**config.mk**
```make
export PLATFORM = sky130hd
export DESIGN_NAME = majority_vote_controller
export DESIGN_NICKNAME = d
export VERILOG_FILES = /design/src/rtl/majority_vote_controller.sv
export SDC_FILE = /design/constraint.sdc
export NUM_CORES = 1
export LEC_CHECK = 0
export BUFFER_PORTS_ARGS = -buffer_cell sky130_fd_sc_hd__buf_4
export CORE_AREA = 2 2 41 43
export DETAILED_ROUTE_END_ITERATION = 8
export DIE_AREA = 0 0 43 45
export PLACE_DENSITY_LB_ADDON = 0.1
export SLEW_MARGIN = 15
export SYNTH_ARGS = -nofsm -noshare
export SYNTH_HDL_FRONTEND = slang
export SYNTH_SLANG_ARGS = --single-unit
```
**constraint.sdc**
```tcl
create_clock -name clk -period 5.45 [get_ports clk]
set_input_delay 1.09 -clock clk [delete_from_list [all_inputs] [get_ports clk]]
set_output_delay 1.09 -clock clk [all_outputs]
set_load 0.02 [all_outputs]
```
**src/rtl/majority_vote_controller.sv**
```systemverilog
// Three-voter majority controller: collects one vote per voter per round and reports the majority, dissenters and unanimity.
// Optional round timeout is compiled in with `define VOTE_TIMEOUT_EN.
module majority_vote_controller #(
    parameter int TIMEOUT_CYCLES = 16
) (
    input  logic       clk,
    input  logic       rst,
    input  logic       start,
    input  logic       a_vld,
    input  logic       b_vld,
    input  logic       c_vld,
    input  logic       a,
    input  logic       b,
    input  logic       c,
    output logic       busy,
    output logic       done,
    output logic       y,
    output logic       unanimous,
    output logic [2:0] dissent,
    output logic       timeout
);

    generate
        if (TIMEOUT_CYCLES < 2 || TIMEOUT_CYCLES > 255) begin : g_bad_timeout
            $error("TIMEOUT_CYCLES must be in 2..255");
        end
    endgenerate

    typedef enum logic [1:0] {IDLE, COLLECT, DONE} state_t;

    state_t     state;
    logic [2:0] flag;
    logic [2:0] vote;

    logic [2:0] vld_in;
    logic [2:0] bit_in;
    logic [2:0] cap;
    logic [2:0] have;
    logic [2:0] val;
    logic [2:0] disagree;
    logic       all_in;
    logic       maj;
    logic       close_round;

    function automatic logic majority3(input logic [2:0] v);
        return (v[0] & v[1]) | (v[0] & v[2]) | (v[1] & v[2]);
    endfunction

    assign vld_in = {c_vld, b_vld, a_vld};
    assign bit_in = {c, b, a};

    // Merge already-held votes with this edge's first-time captures; missing voters read as 0.
    assign cap      = vld_in & ~flag;
    assign have     = flag | cap;
    assign val      = (flag & vote) | (cap & bit_in);
    assign all_in   = &have;
    assign maj      = majority3(val);
    assign disagree = val ^ {3{maj}};

    assign busy = (state != IDLE);

`ifdef VOTE_TIMEOUT_EN
    logic [7:0] cnt;
    logic       expire;

    // Expiry is the edge on which the COLLECT edge count reaches TIMEOUT_CYCLES.
    assign expire      = (cnt == 8'(TIMEOUT_CYCLES - 1));
    assign close_round = all_in | expire;
`else
    assign close_round = all_in;
    assign timeout     = 1'b0;
`endif

    always_ff @(posedge clk or posedge rst) begin
        if (rst) begin
            state     <= IDLE;
            flag      <= 3'b000;
            vote      <= 3'b000;
            done      <= 1'b0;
            y         <= 1'b0;
            unanimous <= 1'b0;
            dissent   <= 3'b000;
`ifdef VOTE_TIMEOUT_EN
            timeout   <= 1'b0;
            cnt       <= 8'd0;
`endif
        end else begin
            done <= 1'b0;
            case (state)
                IDLE: begin
                    if (start) begin
                        state     <= COLLECT;
                        flag      <= 3'b000;
                        vote      <= 3'b000;
                        y         <= 1'b0;
                        unanimous <= 1'b0;
                        dissent   <= 3'b000;
`ifdef VOTE_TIMEOUT_EN
                        timeout   <= 1'b0;
                        cnt       <= 8'd0;
`endif
                    end
                end
                COLLECT: begin
                    flag <= have;
                    vote <= val;
`ifdef VOTE_TIMEOUT_EN
                    cnt  <= cnt + 8'd1;
`endif
                    if (close_round) begin
                        state     <= DONE;
                        done      <= 1'b1;
                        y         <= maj;
                        dissent   <= ~have | disagree;
                        unanimous <= all_in & ~|disagree;
`ifdef VOTE_TIMEOUT_EN
                        // A vote completing on the expiry edge wins over the timeout.
                        timeout   <= ~all_in;
`endif
                    end
                end
                DONE: begin
                    state <= IDLE;
                end
                default: begin
                    state <= IDLE;
                end
            endcase
        end
    end

endmodule

```
## Yosys cells after proc, flatten, opt, wreduce, memory -nomap -nowiden

Index checks and enable logic that the tools add are counted.

| operators by class | value |
|---|---|
| eq/ne operators | 3 |
| mux-type cells | 15 |
| bitwise operators | 15 |
| reduce and logical (&&, ||, !) cells | 9 |

Operators with widths:

| operator | count |
|---|---|
| 3-bit case mux with 2 select lines | 3 |
| 3-bit bitwise AND | 3 |
| 3-bit OR | 3 |
| 3-bit 2-to-1 mux | 2 |
| 3-bit inverter | 2 |
| 3-bit AND reduction | 2 |
| 1-bit 2-to-1 mux | 5 |
| 1-bit bitwise AND | 4 |
| 2-bit 2-to-1 mux | 2 |
| 2-bit inequality test, second input constant | 2 |
| 1-bit case mux with 2 select lines | 2 |
| 2-bit case mux with 2 select lines | 1 |
| 2-bit AND reduction | 2 |
| 2-bit nonzero test | 2 |
| 3-bit OR reduction | 1 |
| 3-bit bitwise XOR | 1 |
| 2-bit by 1-bit == test with 1-bit output, second input constant | 1 |
| 2-bit logical NOT | 1 |
| 1-bit OR | 2 |
| 1-bit logical NOT | 1 |

| storage, ports and cells | value |
|---|---|
| bits in registers | 14 |
| bits of input ports | 9 |
| output and inout bits | 8 |
| word-level logic and storage cells | 49 |

## Logic depth before layout (Yosys ltp)

| depth | value |
|---|---|
| word-level depth | 13 |
| gate-level depth with buffers | 6 |
| depth with buffers taken out | 6 |

## Worst setup path before layout

OpenSTA, ideal clock, no wires.

| timing | value |
|---|---|
| path kind | input to register |
| start | in a |
| end | reg unanimous |
| library setup time | 0.122 ns |
| arrival time | 2.282 ns |
| required time | 5.328 ns |
| setup slack | 3.046 ns |
| stages on the path | 5 |
| buffers on the path | 0 |
| path through | nand2_1 > o21ai_1 > ha_1 > or4_4 > a32o_1 |

| on the way | value |
|---|---|
| cells in the longest elaborated chain, start to end | 11 |
| elaborated cells on any way between the ends | 12 |
| those cells by class | mux: 2; bitwise: 8; reduce/logical: 2 |

RTL lines:

| what | line | source |
|---|---|---|
| from (decl) | 12 | `input logic a,` |
| 3-bit bitwise AND (*) | 55 | `assign val = (flag & vote) \| (cap & bit_in);` |
| 3-bit OR (*) | 55 |  |
| 1-bit bitwise AND | 46 | `return (v[0] & v[1]) \| (v[0] & v[2]) \| (v[1] & v[2]);` |
| 1-bit OR (2 in a row) | 46 |  |
| 3-bit bitwise XOR (*) | 58 | `assign disagree = val ^ {3{maj}};` |
| 3-bit OR reduction (*) | 115 | `unanimous <= all_in & ~\|disagree;` |
| 1-bit logical NOT (*) | 115 |  |
| 1-bit bitwise AND (*) | 115 |  |
| 1-bit 2-to-1 mux (*) | 110 | `if (close_round) begin` |
| 1-bit case mux with 2 select lines (*) | 89 | `case (state)` |
| to (signal assigned) | 115 |  |
| to (decl) | 18 | `output logic unanimous,` |

Mark *: on every way between the ends. The rest lies on a longest branch, timed or not. The select of a mux whose other input is x is not followed.
A chain may end at the register's enable or synchronous reset.

## Worst setup path after layout

| timing | value |
|---|---|
| start | in b_vld |
| end | reg unanimous |

| on the way | value |
|---|---|
| cells in the longest elaborated chain, start to end | 12 |
| elaborated cells on any way between the ends | 17 |
| those cells by class | eq/ne: 1; mux: 2; bitwise: 10; reduce/logical: 4 |

RTL lines:

| what | line | source |
|---|---|---|
| from (decl) | 10 | `input logic b_vld,` |
| 3-bit bitwise AND (*) | 53 | `assign cap = vld_in & ~flag;` |
| 3-bit bitwise AND | 55 |  |
| 3-bit OR | 55 |  |
| 1-bit bitwise AND | 46 |  |
| 1-bit OR (2 in a row) | 46 |  |
| 3-bit bitwise XOR | 58 |  |
| 3-bit OR reduction | 115 |  |
| 1-bit logical NOT | 115 |  |
| 1-bit bitwise AND | 115 |  |
| 1-bit 2-to-1 mux | 110 |  |
| 1-bit case mux with 2 select lines | 89 |  |

Marks and branches as above.

==> impl_metrics.py <==
metrics = {
    "global_route": {
        "grt_pass1_wl_mm": 2.36,
        "grt_pass1_vias": 562,
        "grt_usage_pct": 17.1,
        "grt-ovfl-total": 0,
        "antenna_found_initial": 0,
        "grt_start_max_net_pins": 15,
    },
    "sta": {
        "fin_tns_setup_ns": 0,
        "slew_violations": 0,
        "finalSetupViolCount": 0,
        "max_slew_margin_pct": 63.8,
        "fin_crit_sh_pct": 42.5,
        "post-route-min-period_ns": 2.32,
        "rsz0062_at_grt": "false",
        "tightestPinTransition_ns": 0.542,
        "hold_viol": 0,
        "clock_skew_ns": 0.00367,
        "fmax_ghz": 0.432,
    },
    "clock_tree": {
        "htreeDepth": 1,
        "cts_tree": "built",
        "clock_sinks": 14,
        "clk_pin_slew_ns": 0.09,
        "cts_buffers": 3,
        "cts_resized": 0,
        "postCtsSetupBuffers": 0,
        "cts_max_path_buffers": 2,
        "clock_latency_ns": 0.28,
        "ctsHoldBuffers": 0,
        "cts_root_buffer": "clkbuf_4",
    },
    "power_and_ir_drop": {
        "power_density_nw_per_um2": 534,
        "switchingPower_uw": 185,
        "p_leak_uw": 0.000449,
        "p_comb_share_pct": 46.5,
        "p_seq_share_pct": 37.2,
        "p_int_uw": 276,
        "swShare_pct": 40.1,
        "clkPwrFrac_pct": 16.3,
        "ir_drop_mv": 0.261,
    },
    "layout": {
        "most-common-layout-cells": "buf_4 (15), dfrtp_1 (14), nand2_1 (11), a21oi_1 (11), nor2_1 (6)",
        "final_nets": 103,
        "drive_above_1_share_pct": 25.0,
        "synthToLayoutAreaGrowth_pct": 20.5,
        "finalNonFillerCells": 108,
        "mostFrequentLayoutCell": "buf_4",
        "antennaDiodeCount": 0,
    },
    "floorplan": {
        "die_x_um": 43,
        "dieArea_um2": 1940,
        "core_um2": 1470,
        "start_util_pct": 48.6,
        "rows": 14,
        "die_h_um": 45,
        "io_pins": 17,
    },
    "synth": {
        "async_flop_share_pct": 100,
        "synthCells": 76,
        "synth_area_per_cell_um2": 9.42,
        "synth_fp_nets": 86,
        "yosys.area.top_type": "dfrtp_1",
        "synth_area_leaders": "dfrtp_1 (49%), a21oi_1 (7.7%), nand2_1 (5.8%)",
        "synth_edf_count": 0,
        "synth_seq_cells": 14,
        "ys_warn_count": 0,
        "synth_top_flop_cell": "dfrtp_1",
        "netlist_area_um2": 716,
        "synth_top_area_share_pct": 49.0,
        "yosysSeqAreaShare_pct": 49.0,
        "synth_cell_types": 27,
    },
    "drt": {
        "drc_errors": 0,
        "dr.pass1.iters": 4,
        "wire_per_inst_um": 12.7,
        "antenna_left": 0,
        "avgViaCountPerCell": 5.53,
        "routed_wl_mm": 1.37,
        "drtIter0Drc": 11,
        "vias": 597,
    },
    "placement": {
        "dp.final_hpwl_mm": 1.02,
        "dp.cells": 104,
        "place.gp.congestion": 0.782,
        "io_buffers": 15,
    },
    "job": {
        "max_cap_violations": 0,
    },
    "worst_setup_path": {
        "crit_required_ns": 5.63,
        "rr_worst_depth": 5,
        "startpoint": "b_vld",
        "rrSetupSlack_ns": 3.60,
        "arrival_ns": 2.49,
        "startpoint_type": "input port",
        "rr_endpoint": "unanimous",
        "path_max_fanout": 7,
        "end_kind": "flop",
        "worstSetupPathType": "input port to flop",
        "r2r-start": "flag[1]",
    },
    "hold_path": {
        "hold_path.class": "flop to flop",
        "holdPathStages": 2,
        "hp-start": "vote[2]",
        "min_to": "vote[2]",
    },
    "run_status": {
        "status": "complete, no violations",
    },
}
-- synthesized netlist by cell type, types with 2 or more instances --
cell / number
dfrtp_1: 14
o21ai_0: 4
inv_1: 5
a32o_1: 3
o21ai_1: 2
nor2_1: 6
a211o_1: 2
a21oi_1: 11
nand2_1: 11
-- routing by layer --
metal  wire, µm  GRT usage [%]  vias up
li1           -              -      299
met1        645           22.1      281
met2        646           26.1       15
met3         63           3.60        2
met4         18           10.9        0
met5          0              0        -
-- flip-flops by register name, summed over array words and instances (netlist names) --
name,flops
vote,3
flag,3
dissent,3
state,2
unanimous,1
done,1
y,1
-- kinds of logic after synthesis --
family,synth area share [%]
AOI/OAI and AO/OA,22.2
DFF,49.0
buffers and inverters,5.77
and+or+nand+nor,20.8
other,0.524
adders and majority gates,1.75
-- worst max-delay path by stage --
stage,to,slack (ns),depth (start not counted)
CTS,unanimous,3.13,6
floorplan,unanimous,3.05,5
finish,unanimous,3.13,6
detailed placement,unanimous,2.82,6
global route,unanimous,3.05,6
global placement,unanimous,2.84,6
-- critical path: stages --
cell and delay, ns:
buf_4 0.12, nand2_1 0.05, o21ai_1 0.13, ha_1 0.32, or4_4 0.56, a32o_1 0.21
-- per-stage QoR --
| stage | utilization, % | total power [µW] | hold WS, ns | cell area [µm²] | worst slack [ns] |
|---|---|---|---|---|---|
| 4_1_cts | 58.6 | 465 | 0.516 | 862 | 3.13 |
| 2_1_floorplan | - | 327 | 0.469 | 716 | 3.05 |
| 5_1_grt | 58.6 | 498 | 0.552 | 862 | 3.05 |
| 6_report | 58.6 | 461 | 0.512 | 862 | 3.13 |
| 3_3_place_gp | 56.1 | 386 | 0.491 | 826 | 2.84 |
| 3_5_place_dp | 56.1 | 389 | 0.496 | 826 | 2.82 |
-- power groups by stage --
| stage | logic, µW | clock network, µW | registers (µW) |
|---|---|---|---|
| 2_1_floorplan | 137 | 0 | 190 |
| 3_3_place_gp | 213 | 0 | 173 |
| 3_5_place_dp | 215 | 0 | 174 |
| 4_1_cts | 216 | 77.1 | 172 |
| 5_1_grt | 239 | 81.5 | 177 |
| 6_report | 214 | 75.1 | 171 |
-- final cells by class --
class / count / area, µm²
Fill cell: 144 / 609
Timing Repair Buffer: 15 / 113
Inverter: 5 / 18.8
Multi-Input combinational cell: 54 / 324
Tap cell: 16 / 20.0
Clock buffer: 4 / 36.3
Sequential cell: 14 / 350
No activity file was read; power rests on OpenSTA's default activity.
